[config.mk]
export PLATFORM = sky130hd
export DESIGN_NAME = barrido_registros
export DESIGN_NICKNAME = d
export VERILOG_FILES = /design/src/rtl/barrido_registros.sv
export SDC_FILE = /design/constraint.sdc
export NUM_CORES = 1
export LEC_CHECK = 0
export CAP_MARGIN = 20
export CORE_MARGIN = 5
export CORE_UTILIZATION = 35
export DETAILED_ROUTE_END_ITERATION = 6
export GPL_TIMING_DRIVEN = 0
export PLACE_DENSITY = 0.67
export SETUP_SLACK_MARGIN = 0.15
export SYNTH_ARGS = -nofsm -noshare
export SYNTH_HDL_FRONTEND = slang
export SYNTH_SLANG_ARGS = --single-unit
export TNS_END_PERCENT = 10
[constraint.sdc]
create_clock -name clk -period 7 [get_ports clk]
set_input_delay 1.4 -clock clk [delete_from_list [all_inputs] [get_ports clk]]
set_output_delay 1.4 -clock clk [all_outputs]
set_load 0.005 [all_outputs]
[src/rtl/barrido_registros.sv]
// rtl/barrido_registros.sv - periodic scan of RTC registers into a frame-aligned display snapshot
//
// Ports:
//   clk, reset        system clock, synchronous active-high reset
//   datmen            register memory read data (valid the cycle after readmen)
//   vsync_in          frame-start level; its rising edge releases a pending snapshot
//   readmen           register memory read strobe
//   ADDreadreg        register memory read address
//   seg..chora        committed BCD snapshot (time, date, chronometer)
//   valid             one-cycle pulse when a snapshot is committed
//   scan_busy         high while a scan/commit is in progress
//   bcd_error         sticky flag: last snapshot was discarded for bad BCD
//
// Optional feature: define BARRIDO_BCD_CHECK_EN to validate BCD nibbles and
// discard snapshots that contain a non-decimal digit.

module barrido_registros #(
    parameter int NUM_REGS    = 9,
    parameter int REFRESH_DIV = 100000
) (
    input  logic       clk,
    input  logic       reset,
    input  logic [7:0] datmen,
    input  logic       vsync_in,
    output logic       readmen,
    output logic [3:0] ADDreadreg,
    output logic [7:0] seg,
    output logic [7:0] min,
    output logic [7:0] hora,
    output logic [7:0] dia,
    output logic [7:0] mes,
    output logic [7:0] anio,
    output logic [7:0] cseg,
    output logic [7:0] cmin,
    output logic [7:0] chora,
    output logic       valid,
    output logic       scan_busy,
    output logic       bcd_error
);

    // Nine named output registers; NUM_REGS may scan fewer but never more.
    localparam int         NUM_OUT  = 9;
    localparam int         CW       = $clog2(REFRESH_DIV);
    localparam logic [CW-1:0] CNT_LAST = CW'(REFRESH_DIV - 1);
    localparam logic [3:0] LAST_IDX = 4'(NUM_REGS - 1);

    typedef enum logic [2:0] {
        IDLE,
        REQ,
        CAPT,
        SYNC,
        COMMIT
    } state_t;

    state_t        state_q, state_d;
    logic [3:0]    idx_q, idx_d;
    logic [CW-1:0] cnt_q;
    logic          vs_prev_q;
    logic [7:0]    shadow_q [NUM_OUT];
    logic [7:0]    out_q    [NUM_OUT];
    logic          tick;
    logic          vs_edge;
    logic          discard;

    assign tick    = (cnt_q == CNT_LAST);
    assign vs_edge = vsync_in & ~vs_prev_q;

    // FSM state register
    always_ff @(posedge clk) begin
        if (reset) begin
            state_q <= IDLE;
            idx_q   <= '0;
        end else begin
            state_q <= state_d;
            idx_q   <= idx_d;
        end
    end

    // FSM next state; ticks outside IDLE are simply ignored
    always_comb begin
        state_d = state_q;
        idx_d   = idx_q;
        case (state_q)
            IDLE: begin
                if (tick) begin
                    idx_d   = '0;
                    state_d = REQ;
                end
            end
            REQ:  state_d = CAPT;
            CAPT: begin
                if (idx_q == LAST_IDX) begin
                    state_d = SYNC;
                end else begin
                    idx_d   = idx_q + 4'd1;
                    state_d = REQ;
                end
            end
            SYNC: begin
                if (vs_edge) state_d = COMMIT;
            end
            COMMIT:  state_d = IDLE;
            default: state_d = IDLE;
        endcase
    end

    // ADDreadreg follows idx, which only moves on a tick or in CAPT, so it
    // naturally holds the last driven address in IDLE/SYNC/COMMIT.
    assign readmen    = (state_q == REQ);
    assign ADDreadreg = idx_q;
    assign scan_busy  = (state_q != IDLE);

`ifdef BARRIDO_BCD_CHECK_EN
    logic flag_q;
    logic err_q;
    logic nib_bad;

    assign nib_bad = (datmen[7:4] > 4'd9) || (datmen[3:0] > 4'd9);

    always_ff @(posedge clk) begin
        if (reset) begin
            flag_q <= 1'b0;
            err_q  <= 1'b0;
        end else begin
            if (state_q == IDLE && tick) begin
                flag_q <= 1'b0;
            end else if (state_q == CAPT) begin
                flag_q <= flag_q | nib_bad;
            end
            if (state_q == SYNC && vs_edge) begin
                err_q <= flag_q;
            end
        end
    end

    // flag_q is frozen from the last CAPT until the next scan starts
    assign discard   = flag_q;
    assign bcd_error = err_q;
`else
    assign discard   = 1'b0;
    assign bcd_error = 1'b0;
`endif

    // Datapath: refresh counter, vsync history, shadow capture, output commit.
    // Outputs load on the edge into COMMIT so they are valid alongside the pulse.
    always_ff @(posedge clk) begin
        if (reset) begin
            cnt_q     <= '0;
            vs_prev_q <= 1'b0;
            for (int i = 0; i < NUM_OUT; i++) begin
                shadow_q[i] <= '0;
                out_q[i]    <= '0;
            end
        end else begin
            cnt_q     <= tick ? '0 : cnt_q + CW'(1);
            vs_prev_q <= vsync_in;
            if (state_q == CAPT) begin
                shadow_q[idx_q] <= datmen;
            end
            if (state_q == SYNC && vs_edge && !discard) begin
                for (int i = 0; i < NUM_OUT; i++) begin
                    out_q[i] <= shadow_q[i];
                end
            end
        end
    end

    assign valid = (state_q == COMMIT) && !discard;

    assign seg   = out_q[0];
    assign min   = out_q[1];
    assign hora  = out_q[2];
    assign dia   = out_q[3];
    assign mes   = out_q[4];
    assign anio  = out_q[5];
    assign cseg  = out_q[6];
    assign cmin  = out_q[7];
    assign chora = out_q[8];

endmodule

==> results.sh, run 1 <==
export IMPL_dieArea_mm2=0.0221
export IMPL_diodes=0
export IMPL_fin_crit_sh=0.477
export IMPL_start_kind="input pin"
export IMPL_p_leak_nw=3.31
export IMPL_layout_min_cycle_time_ns=3.34
export IMPL_ys_flop_type="edfxtp_1"
export IMPL_design_area_mm2=0.00867
export IMPL_fin_cells=861
export IMPL_finalNetCount=604
export IMPL_synth_edf_count=144
export IMPL_h_tree_depth=4
export IMPL_dieWidth_um=149
export IMPL_dr_pass1_iters=4
export IMPL_die_y_um=149
export IMPL_maxCapViolations=0
export IMPL_yosysSeqAreaShare=0.716
export IMPL_ys_ff_latch=169
export IMPL_antenna_left=0
export IMPL_grt_pass1_wl_um=21900
export IMPL_clk_pin_slew_ns=0.06
export IMPL_power_share_sequential=0.514
export IMPL_whs_ns=0.490
export IMPL_grt_use_total=0.127
export IMPL_final_seq_area_mm2=0.00482
export IMPL_synthArstFlopShare=0
export IMPL_drtIter0Drc=301
export IMPL_syn_inst=476
export IMPL_synth_mux_area_frac=0
export IMPL_swShare=0.188
export IMPL_synth_top_area_cell="edfxtp_1"
export IMPL_p_sw_mw=0.412
export IMPL_dpl_hpwl_um=9680
export IMPL_root_buffer="clkbuf_16"
export IMPL_finalSetupViolations=0
export IMPL_placed_cell_area_mm2=0.00803
export IMPL_synthAdderAreaFrac=0.00928
export IMPL_fillers=1636
export IMPL_critPathRequiredTime_ns=7.11
export IMPL_synth_commonest_cells="edfxtp_1, and2_1, and3_1"
export IMPL_tns_ns=0
export IMPL_coreArea_mm2=0.0188
export IMPL_critical_path_cell_chain="clkdlybuf4s50_1, clkbuf_1, clkinv_1, o31ai_4, buf_8"
export IMPL_critPathCaptureType="flop"
export IMPL_pwr_density_cell_mw_per_mm2=253
export IMPL_grt_pass1_vias=4126
export IMPL_io_buffers=89
export IMPL_cp_max_fo=21
export IMPL_skew_ns=0.0114
export IMPL_cts_resized=0
export IMPL_wl_um=13600
export IMPL_syn_to_final_growth_pct=28.6
export IMPL_grt_overflow=0
export IMPL_p_int_mw=1.78
export IMPL_path_class="input pin to flop"
export IMPL_clk_path_buf_depth=2
export IMPL_place_congestion=0.776
export IMPL_clock_latency_ns=0.42
export IMPL_synth_compound_area_frac=0.0212
export IMPL_synthDistinctLibCells=45
export IMPL_finalHoldViolations=0
export IMPL_post_cts_buffers=0
export IMPL_multiInputGateArea_mm2=0.00175
export IMPL_initial_core_util=0.358
export IMPL_yosysMostFrequentCell="edfxtp_1"
export IMPL_hold_depth=1
export IMPL_cp_slowest_cell="clkdlybuf4s50_1"
export IMPL_worstMarginPinSlew_ns=0.971
export IMPL_p_clk_frac=0.453
export IMPL_numCtsBuffers=17
export IMPL_cts_tree="done"
export IMPL_synthSimpleGateAreaFrac=0.209
export IMPL_netlist_area_mm2=0.00674
export IMPL_synth_top_family_by_area="simple AND/OR/NAND/NOR gates"
export IMPL_irDropWorstVdd_mv=0.168
export IMPL_vias_per_cell=4.66
export IMPL_dp_cells=828
export IMPL_ys_top_cells_by_area="edfxtp_1, and2_1, dfxtp_1"
export IMPL_cpPeakStageDelay_ns=0.52
export IMPL_combinationalPowerShare=0.034
export IMPL_grt_max_degree=22
export IMPL_arrival_ns=3.45
export IMPL_layout_drive_gt1_share=0.0915
export IMPL_max_freq_ghz=0.299
export IMPL_rows=50
export IMPL_wire_per_inst_um=15.8
export IMPL_ff2ff_path_depth=5
export IMPL_status="completed"
export IMPL_avgSynthCellArea_um2=14.2
export IMPL_num_vias=4013
export IMPL_relSlewSlack=0.352
export IMPL_drv_slew=0
export IMPL_route_detailed_drc=0
export IMPL_yosysWarnings=0
export IMPL_antenna_found_initial=0
export IMPL_ioPinCount=91
export IMPL_synthesis_nets=492
export IMPL_postCtsHoldBufs=0
export IMPL_hp_class="flop to flop"
export IMPL_post_synth_top_area_fraction=0.641
export IMPL_clock_sinks=169
export IMPL_rsz0062_at_grt="no"
export IMPL_yosys_area_share_xor_xnor=0.0169
-- flip-flops by register name, indices dropped and copies added, names as in the netlist --
register and cells:
out_q 72, shadow_q 72, cnt_q 17, ADDreadreg 4
state_q 3, vs_prev_q 1
-- final timing paths --
check / slack [ns] / to / start
worst max-delay path: 3.66 / out_q[0][51]$_SDFFCE_PN0P_ / reset
worst max register to register: 4.75 / out_q[0][23]$_SDFFCE_PN0P_ / state_q[1]$_SDFFE_PP0P_
worst min-delay path: 0.49 / cnt_q[0]$_SDFF_PP0_ / cnt_q[0]$_SDFF_PP0_
worst min register to register: 0.49 / cnt_q[0]$_SDFF_PP0_ / cnt_q[0]$_SDFF_PP0_
-- per-layer routing --
layer,vias up,global-route usage,wire length [um]
li1,1956,-,-
met1,1928,0.150,5650
met2,104,0.211,6650
met3,25,0.0456,886
met4,0,0.0535,376
met5,-,0,0
-- critical path, delay by kind of cell --
family | cells | cell delay, ns
buffers and inverters | 4 | 1.65
AOI/OAI and AO/OA | 1 | 0.38
-- cells by family (layout without fill, tap and decap cells) --
kind of cell	after synthesis	in the layout
flip-flops	169	169
XOR/XNOR	13	13
buffers and inverters	33	158
AND/OR/NAND/NOR	234	234
adder cells (fa/ha/maj)	5	5
AO/OA/AOI/OAI	21	21
other	1	1
-- layout by cell type, fill, tap and decap left out, types with 4 or more instances in the layout --
| cell | n |
|---|---|
| nand4_1 | 9 |
| ha_1 | 5 |
| clkbuf_16 | 17 |
| edfxtp_1 | 144 |
| clkbuf_1 | 16 |
| xnor2_1 | 4 |
| nand2_1 | 25 |
| o21ai_0 | 5 |
| buf_6 | 7 |
| nor4_1 | 4 |
| clkinvlp_4 | 4 |
| and3_1 | 66 |
| nor2_1 | 19 |
| and2_1 | 80 |
| nand3_1 | 7 |
| dfxtp_1 | 25 |
| bufinv_16 | 5 |
| clkdlybuf4s50_1 | 89 |
| inv_1 | 6 |
| xor2_1 | 9 |
| buf_2 | 4 |
-- stage by stage --
stage / power, mW / utilization / worst slack (ns)
2_1_floorplan: 1.17 / - / 1.83
3_3_place_gp: 1.22 / 0.423 / 0.168
3_5_place_dp: 1.23 / 0.426 / 3.18
4_1_cts: 2.22 / 0.460 / 3.62
5_1_grt: 2.27 / 0.460 / 3.48
6_report: 2.20 / 0.460 / 3.66
-- layout make-up --
cell class | count | area share
multi-input combinational | 274 | 0.201
inverter | 7 | 0.00303
timing repair buffer | 93 | 0.110
clock inverter | 13 | 0.0232
sequential | 169 | 0.557
tap | 260 | 0.0375
buffer | 26 | 0.0183
clock buffer | 19 | 0.0499
-- power by group through the flow --
stage                     logic [mW]  clock network, mW  registers, mW
after floorplan               0.0188                  0           1.15
after global placement        0.0689                  0           1.15
after detailed placement      0.0755                  0           1.15
after CTS                     0.0757               1.01           1.13
after global routing          0.0798               1.06           1.13
final                         0.0742              0.994           1.13
Note: power is estimated with default switching activity, not from simulation.
==> run 2, diff against run 1 <==
==> constraint.sdc (replaced) <==
create_clock -name clk -period 2.95 [get_ports clk]
set_input_delay 0.59 -clock clk [delete_from_list [all_inputs] [get_ports clk]]
set_output_delay 0.59 -clock clk [all_outputs]
set_load 0.005 [all_outputs]
==> results.sh, run 2 (synthesized netlist as in run 1, its figures left out) <==
export IMPL_status="completed"
export IMPL_gr_usage_met3=0.0380
export IMPL_top_usage_layer="met2"
export IMPL_max_freq_ghz=0.399
export IMPL_wire_per_inst_um=15.9
export IMPL_wl_um=13700
export IMPL_finalSetupViolations=0
export IMPL_root_buffer="clkbuf_16"
export IMPL_finalHoldViolations=0
export IMPL_ioPinCount=91
export IMPL_top_regs="out_q: 72 flops, shadow_q: 72 flops, cnt_q: 17 flops"
export IMPL_drv_slew=0
export IMPL_numCtsBuffers=17
export IMPL_clock_sinks=169
export IMPL_antenna_found_initial=0
export IMPL_coreArea_mm2=0.0188
export IMPL_drtIter0Drc=303
export IMPL_final_cell_mix="edfxtp_1, clkdlybuf4s50_1, and2_1, and3_1"
export IMPL_clk_path_buf_depth=2
export IMPL_pwr_density_cell_mw_per_mm2=579
export IMPL_cts_tree="done"
export IMPL_grt_pass1_vias=4030
export IMPL_grt_use_total=0.128
export IMPL_place_ws_ns=-0.249
export IMPL_irDropWorstVdd_mv=0.417
export IMPL_place_congestion=0.767
export IMPL_post_cts_buffers=0
export IMPL_relSlewSlack=0.299
export IMPL_grt_overflow=0
export IMPL_num_vias=3985
export IMPL_dieArea_mm2=0.0221
export IMPL_start_kind="input pin"
export IMPL_grt_pass1_wl_um=21900
export IMPL_route_detailed_drc=0
export IMPL_worstMarginPinSlew_ns=1.05
export IMPL_grt_util_met1=0.155
export IMPL_diodes=0
export IMPL_p_leak_nw=3.30
export IMPL_rsz0062_at_grt="no"
export IMPL_total_power_mw=5.00
export IMPL_grtUsageMet2=0.221
export IMPL_rows=50
export IMPL_cpPeakStageDelay_ns=0.81
export IMPL_h_tree_depth=4
export IMPL_postCtsHoldBufs=0
export IMPL_timing_final_ws_setup_ns=0.443
export IMPL_layout_min_cycle_time_ns=2.51
export IMPL_clk_pin_slew_ns=0.07
export IMPL_vias_per_cell=4.63
export IMPL_critPathRequiredTime_ns=3.22
export IMPL_critPathCaptureType="flop"
export IMPL_syn_to_final_growth_pct=28.1
export IMPL_layout_commonest_cell="edfxtp_1"
export IMPL_die_y_um=149
export IMPL_cp_max_fo=10
export IMPL_io_buffers=89
export IMPL_skew_ns=0.0110
export IMPL_initial_core_util=0.358
export IMPL_cts_resized=0
export IMPL_fin_crit_sh=0.850
export IMPL_dpl_hpwl_um=9580
export IMPL_maxCapViolations=0
export IMPL_antenna_left=0
export IMPL_clock_latency_ns=0.42
export IMPL_hp_class="flop to flop"
export IMPL_arrival_ns=2.78
export IMPL_regToRegSetupSlack_ns=0.57
export IMPL_critical_path_cell_chain="clkdlybuf4s50_1, nand2b_2, nor3_2, clkbuf_1, and2_1"
export IMPL_layout_drive_gt1_share=0.101
export IMPL_path_class="input pin to flop"
export IMPL_cp_slowest_cell="nor3_2"
export IMPL_finalNetCount=604
export IMPL_dr_pass1_iters=5
export IMPL_dieWidth_um=149
export IMPL_grt_max_degree=22
run 2: cell types whose count changed in the layout (fill, tap and decap cells not counted), moves of 2 or more:
| cell | before | now |
|---|---|---|
| inv_6 | 0 | 4 |
| clkinv_1 | 3 | 0 |
| clkinv_2 | 1 | 4 |
| clkbuf_1 | 16 | 14 |
| bufinv_16 | 5 | 2 |
run 2: path summary, 6_finish.rpt:
kind,start,cells after the start,end
min reg2reg,cnt_q[16]$_SDFF_PP0_,2,cnt_q[16]$_SDFF_PP0_
max,reset,5,out_q[0][23]$_SDFFCE_PN0P_
max reg2reg,state_q[1]$_SDFFE_PP0P_,5,out_q[0][50]$_SDFFCE_PN0P_
min,cnt_q[16]$_SDFF_PP0_,2,cnt_q[16]$_SDFF_PP0_
run 2: where the power goes:
part           switching [mW]  total [mW]  leakage, nW  internal (mW)
Combinational          0.0939       0.182         1.34         0.0877
Sequential             0.0215        2.67         1.69           2.65
Clock                   0.896        2.15        0.277           1.25
run 2: final cells by class:
cell class                 count  area, um^2
buffer                        26         160
clock buffer                  18         429
clock inverter                14         146
fill                        1659       10200
inverter                       7        30.0
multi-input combinational    274        1750
sequential                   169        4820
tap                          260         325
timing repair buffer          93         966
run 2: routing by layer:
layer | part of all wire | vias up | wire length (um)
met5 | 0 | - | 0
met4 | 0.012 | 0 | 159
met3 | 0.070 | 13 | 961
met2 | 0.51 | 113 | 6970
met1 | 0.41 | 1907 | 5620
li1 | - | 1952 | -
run 2: stage by stage:
stage	hold slack (ns)	instance area, um^2	instances	util	TNS (ns)
after floorplan	0.441	6760	476	-	-1.16
after global placement	0.459	7980	825	0.424	-85.79
after detailed placement	0.472	8050	828	0.427	-10.92
after CTS	0.487	8620	860	0.458	0
after global routing	0.525	8630	861	0.459	0
final	0.490	8630	861	0.459	0
run 2: critical path: cells and delay by family:
family        cells  cell delay, ns
simple gates      3            1.32
buf+inv           2            0.86
==> RTL edit 1: new RTL, config.mk and constraints of run 2 <==
Register the output `seg`, without a reset; this adds one clock of latency there. The other outputs are not delayed to match.
--- a/src/rtl/barrido_registros.sv
+++ b/src/rtl/barrido_registros.sv
@@ -167,7 +167,9 @@
 
     assign valid = (state_q == COMMIT) && !discard;
 
-    assign seg   = out_q[0];
+    always_ff @(posedge clk) begin
+        seg <= out_q[0];
+    end
     assign min   = out_q[1];
     assign hora  = out_q[2];
     assign dia   = out_q[3];
Check against the original RTL: same outputs for any inputs over 10 cycles, from zero or initial values and one cycle with reset high; that may be too few to reach the edited logic, so the function may still have changed.
==> RTL edit 1 against run 2 <==
Worst setup slack worse by 0.12 ns; area after synthesis increased by 3.4%; routed wire length up 2.2%; sequential share of layout area up 0.51 points; cell area is 2.4% higher; total power is 4.0% higher; die area increased by 3.2%; hold slack worse by 0.15 ns; final cell count grew 0.93%; highest routed layer unchanged; clock skew is 0.00077 ns lower; sequential cell count up 8; non-clock buffer count is 1 higher; critical path type is now reg2out.
==> RTL edit 1: results (changes against run 2) <==
Detailed routing
  • Vias per cell: 4.69 (+1.4%)
  • Pre-antenna DRT Iters: 4 (-1)
  • DR iter-0 viols: 207 (-32%)
  • Detailed-route wire length: 14.0 mm (+2.2%)

Finish
  • Largest registers: out_q x72, shadow_q x72, cnt_q x17
  • Fill count: 1744 (+5.1%)
  • Syn-to-layout area delta: 26.8%
  • Layout cells sized above 1: 0.103 (+0.00115)
  • Final cell count without fillers: 869 (+0.93%)
  • Final nets: 607 (+0.50%)

Setup path
  • Crit path arrival time: 2.03 ns (-0.75 ns)
  • R2r worst-path depth: 6 (+1)
  • Slowest stage cell on the critical path: clkdlybuf4s50_1
  • CP peak stage delay: 0.56 ns (-0.25 ns)
  • Critical Path Fanout Max: 10 (unchanged)

Run status
  • Status: finished clean

Global route
  • First-pass GRT wire length: 21.9 mm (+0.28%)
  • Gr usage total: 0.128 (-0.000576)
  • Largest net degree at the start of global routing: 54 (+150%)
  • Vias in the first global route: 3954 (-1.9%)

Place
  • Detailed Place HPWL: 9.76 mm (+1.9%)
  • Dpl ws: -0.0802 ns (+0.169 ns)
  • Placed Instance Area: 0.00823 sq mm (+2.3%)
  • IO buf count: 89 (unchanged)
  • Placer Congestion: 0.752 (-2.0%)
  • Placed insts: 837 (+1.1%)

Yosys
  • Ys Warns: 0 (unchanged)
  • Top FF cell, synth: edfxtp_1
  • Post-Synthesis Cells: 482 (+1.3%)
  • Sequential fraction of the synthesis area: 0.715 (-0.000789)
  • Unique masters post-synth: 51 (+13%)
  • Commonest cells in the netlist: edfxtp_1 (144), and2_1 (80), and3_1 (67), dfxtp_1 (33), clkbuf_1 (19)
  • Synth async-reset ratio: 0 (unchanged)
  • Ranking of synthesized cells by area: edfxtp_1 (62%), dfxtp_1 (9.5%), and2_1 (7.2%)
  • Mapped Nets: 498 (+1.2%)

Power
  • Leakage power: 3.39 nW (+2.6%)
  • Max rail drop VDD: 380 uV (-8.9%)

STA
  • Worst-Margin Slew: 0.571 ns (-0.479 ns)
  • Fin Clk Skew: 0.0103 ns (-0.000765 ns)
  • Pins Over Slew Limit: 0 (unchanged)

Worst hold path
  • Hold depth: 0 (-2)

Clock tree
  • H-tree depth: 4 (unchanged)
  • CTS Buf Count: 17 (unchanged)
  • Clock root cell: clkbuf_16
[RTL edit 1: changes by cell type in the layout (fill, tap and decap cells not counted), moves of 5 or more]
cell / before / now
nor2_2: 0 / 10
clkinv_8: 0 / 5
nand2_1: 25 / 3
dfxtp_1: 25 / 33
xor2_1: 9 / 4
clkbuf_1: 14 / 19
a21o_1: 1 / 10
nor2_1: 19 / 13
xnor2_1: 4 / 9
[RTL edit 1: report_power, final]
part           internal (mW)  total, mW  switching, mW
combinational         0.0858      0.179         0.0936
clock                   1.16       2.24           1.08
sequential              2.76       2.79         0.0238
[RTL edit 1: cell families after synthesis]
family / share of synthesized area
and+or+nand+nor: 0.206
DFF: 0.715
buffers and inverters: 0.0283
AOI/OAI and AO/OA: 0.0233
xor gates and xnor gates: 0.0163
adders and majority gates: 0.00897
other: 0.000538
muxes: 0.00161
[RTL edit 1: final cells by class]
cell class,count,share of cell area
tap,265,0.0375
clock buffer,17,0.0481
clock inverter,15,0.0208
buffer,30,0.0190
inverter,8,0.00340
timing repair buffer,90,0.104
sequential,177,0.564
multi-input combinational,267,0.204
[RTL edit 1: path summary, 6_finish.rpt]
kind	startpoint	endpoint	slack, ns
max	state_q[2]	valid	0.33
min	out_q[0][6]	seg[6]	0.34
max reg2reg	state_q[1]	shadow_q[6][7]	0.61
min reg2reg	out_q[0][6]	seg[6]	0.34
[RTL edit 1: per-layer routing]
metal  vias to the layer above  part of all wire  global-route usage
met5                         -                 0                   0
met4                         0             0.018              0.0490
li1                       1978                 -                   -
met2                       131              0.47               0.200
met3                        20             0.076              0.0482
met1                      1949              0.44               0.162
[RTL edit 1: worst max-delay path, delay by kind of cell, from the launching register on]
kind	cells	cell delay (ns)
DFF	1	0.34
and+or+nand+nor	1	0.22
buffers and inverters	3	1.05
==> RTL edit 2: new RTL, settings of run 2 <==
Made on the original files. Set the parameter `REFRESH_DIV` to 50000 (it was 100000).
--- a/src/rtl/barrido_registros.sv
+++ b/src/rtl/barrido_registros.sv
@@ -16,7 +16,7 @@
 
 module barrido_registros #(
     parameter int NUM_REGS    = 9,
-    parameter int REFRESH_DIV = 100000
+    parameter int REFRESH_DIV = 50000
 ) (
     input  logic       clk,
     input  logic       reset,
Check against the original RTL: no difference found for any inputs over 10 cycles, from zero or initial values and one cycle with reset high; that may be too few to reach the edited logic, so the function may still have changed.
==> RTL edit 2 against run 2 <==
Die area shrank 0.89%; worst setup slack improved by 0.079 ns; total power grew 1.5%; clock power is 4% higher; count of clock-buffer cells in the layout decreased by 1; sequential cell count down 1; global-route usage fell by 0.56 points; clock skew is 0.0015 ns lower; routed wire length shrank 3.8%; cell area decreased by 1.5%; area after synthesis down 0.95%; synthesized cell count shrank 4.6%.
==> RTL edit 2: results (changes against run 2) <==
Finish
  • #MultiIn Comb: 254 (-7.3%)
  • Bufs w/o clock: 116 (-2.5%)
  • Multi-input logic area: 0.00170 sq mm (-2.8%)
  • Layout cells sized above 1: 0.102 (+0.000933)
  • Final cell count without fillers: 810 (-5.9%)
  • Fill count: 1669 (+0.60%)
  • Seq area share: 0.565 (+0.00611)
  • Non-Clock Buffer Area Fraction: 0.127 (-0.00361)
  • Layout clock area frac: 0.0709 (+0.00425)
  • Nonclk inv count: 6 (-1)
  • FF+latch count: 168 (-0.59%)
  • Largest registers: out_q x72, shadow_q x72, cnt_q x16
  • Final nets: 579 (-4.1%)

Setup path
  • RR Endpoint: shadow_q[8][7]
  • Slowest stage cell on the critical path: clkdlybuf4s50_1
  • Crit path arrival time: 1.84 ns (-0.94 ns)
  • Crit path capture: readmen
  • Critical Path Fanout Max: 8 (-2)
  • CP peak stage delay: 0.58 ns (-0.23 ns)
  • RR Startpoint: ADDreadreg[0]
  • R2R setup slack: 0.69 ns (+0.12 ns)
  • CP delay by family, top: buffers and inverters

Worst hold path
  • Hold wc startpoint: cnt_q[0]
  • Hold Path Sink: cnt_q[0]
  • Hold depth: 1 (-1)

Yosys
  • Commonest cells in the netlist: edfxtp_1 (144), and2_1 (80), and3_1 (67), dfxtp_1 (24), nor2_1 (20)
  • Avg Inst Size Synth: 14.7 sq um (+3.9%)
  • Unique masters post-synth: 48 (+6.7%)
  • Sequential fraction of the synthesis area: 0.720 (+0.00384)
  • Mapped Nets: 470 (-4.5%)

Place
  • Placer Congestion: 0.781 (+1.9%)
  • Placed insts: 778 (-6.0%)
  • IO buf count: 88 (-1.1%)
  • Detailed Place HPWL: 9.17 mm (-4.3%)
  • Placed Instance Area: 0.00790 sq mm (-1.8%)

Die
  • Area of the core: 0.0188 sq mm (-0.33%)

Global route
  • Gr usage total: 0.123 (-0.00559)
  • First-pass GRT wire length: 20.7 mm (-5.3%)
  • Largest net degree at the start of global routing: 38 (+73%)

STA
  • Fin Clk Skew: 0.00953 ns (-0.00151 ns)
  • WHS: 0.476 ns (-0.0139 ns)
  • Final Critical Period: 2.43 ns (-0.0786 ns)

Power
  • Net Sw Power: 1.02 mW (+0.70%)
  • Total power: 5.08 mW (+1.5%)
  • Clock power share: 0.441 (+0.012)
  • Leakage power: 3.35 nW (+1.4%)

Detailed routing
  • Pre-antenna DRT Iters: 4 (-1)
  • DR iter-0 viols: 263 (-13%)
  • Detailed-route wire length: 13.2 mm (-3.8%)
  • Vias: 3811 (-4.4%)

Run status
  • Status: finished clean

Clock tree
  • Post-CTS Setup Inserts: 0 (unchanged)
## RTL edit 2: changes by cell type after synthesis, moves of 3 or more
cell      before  now
nand4_1        9    4
o21ai_0        5    2
xor2_1         9    5
clkbuf_2       0    6
a31oi_1        3    0
nand2_1       25    3
o21bai_1       0    3
xnor2_1        4    8
a21o_1         1    8
and4_1         0    3
clkbuf_1      14   10
or2_1          3    0
## RTL edit 2: logic make-up (layout without fill, tap and decap cells)
logic type	Yosys count	in the layout	synth area share
AO/OA/AOI/OAI	26	26	0.0279
XOR/XNOR	13	13	0.0171
adder cells (fa/ha/maj)	5	5	0.00937
buffers and inverters	32	154	0.0270
flip-flops	168	168	0.720
other	1	1	0.000562
AND/OR/NAND/NOR	209	209	0.199
## RTL edit 2: routing by layer
metal	share of wire	up-vias	GRT usage
li1	-	1875	-
met1	0.42	1827	0.150
met2	0.50	94	0.205
met3	0.073	15	0.0396
met4	0.013	0	0.0430
met5	0	-	0
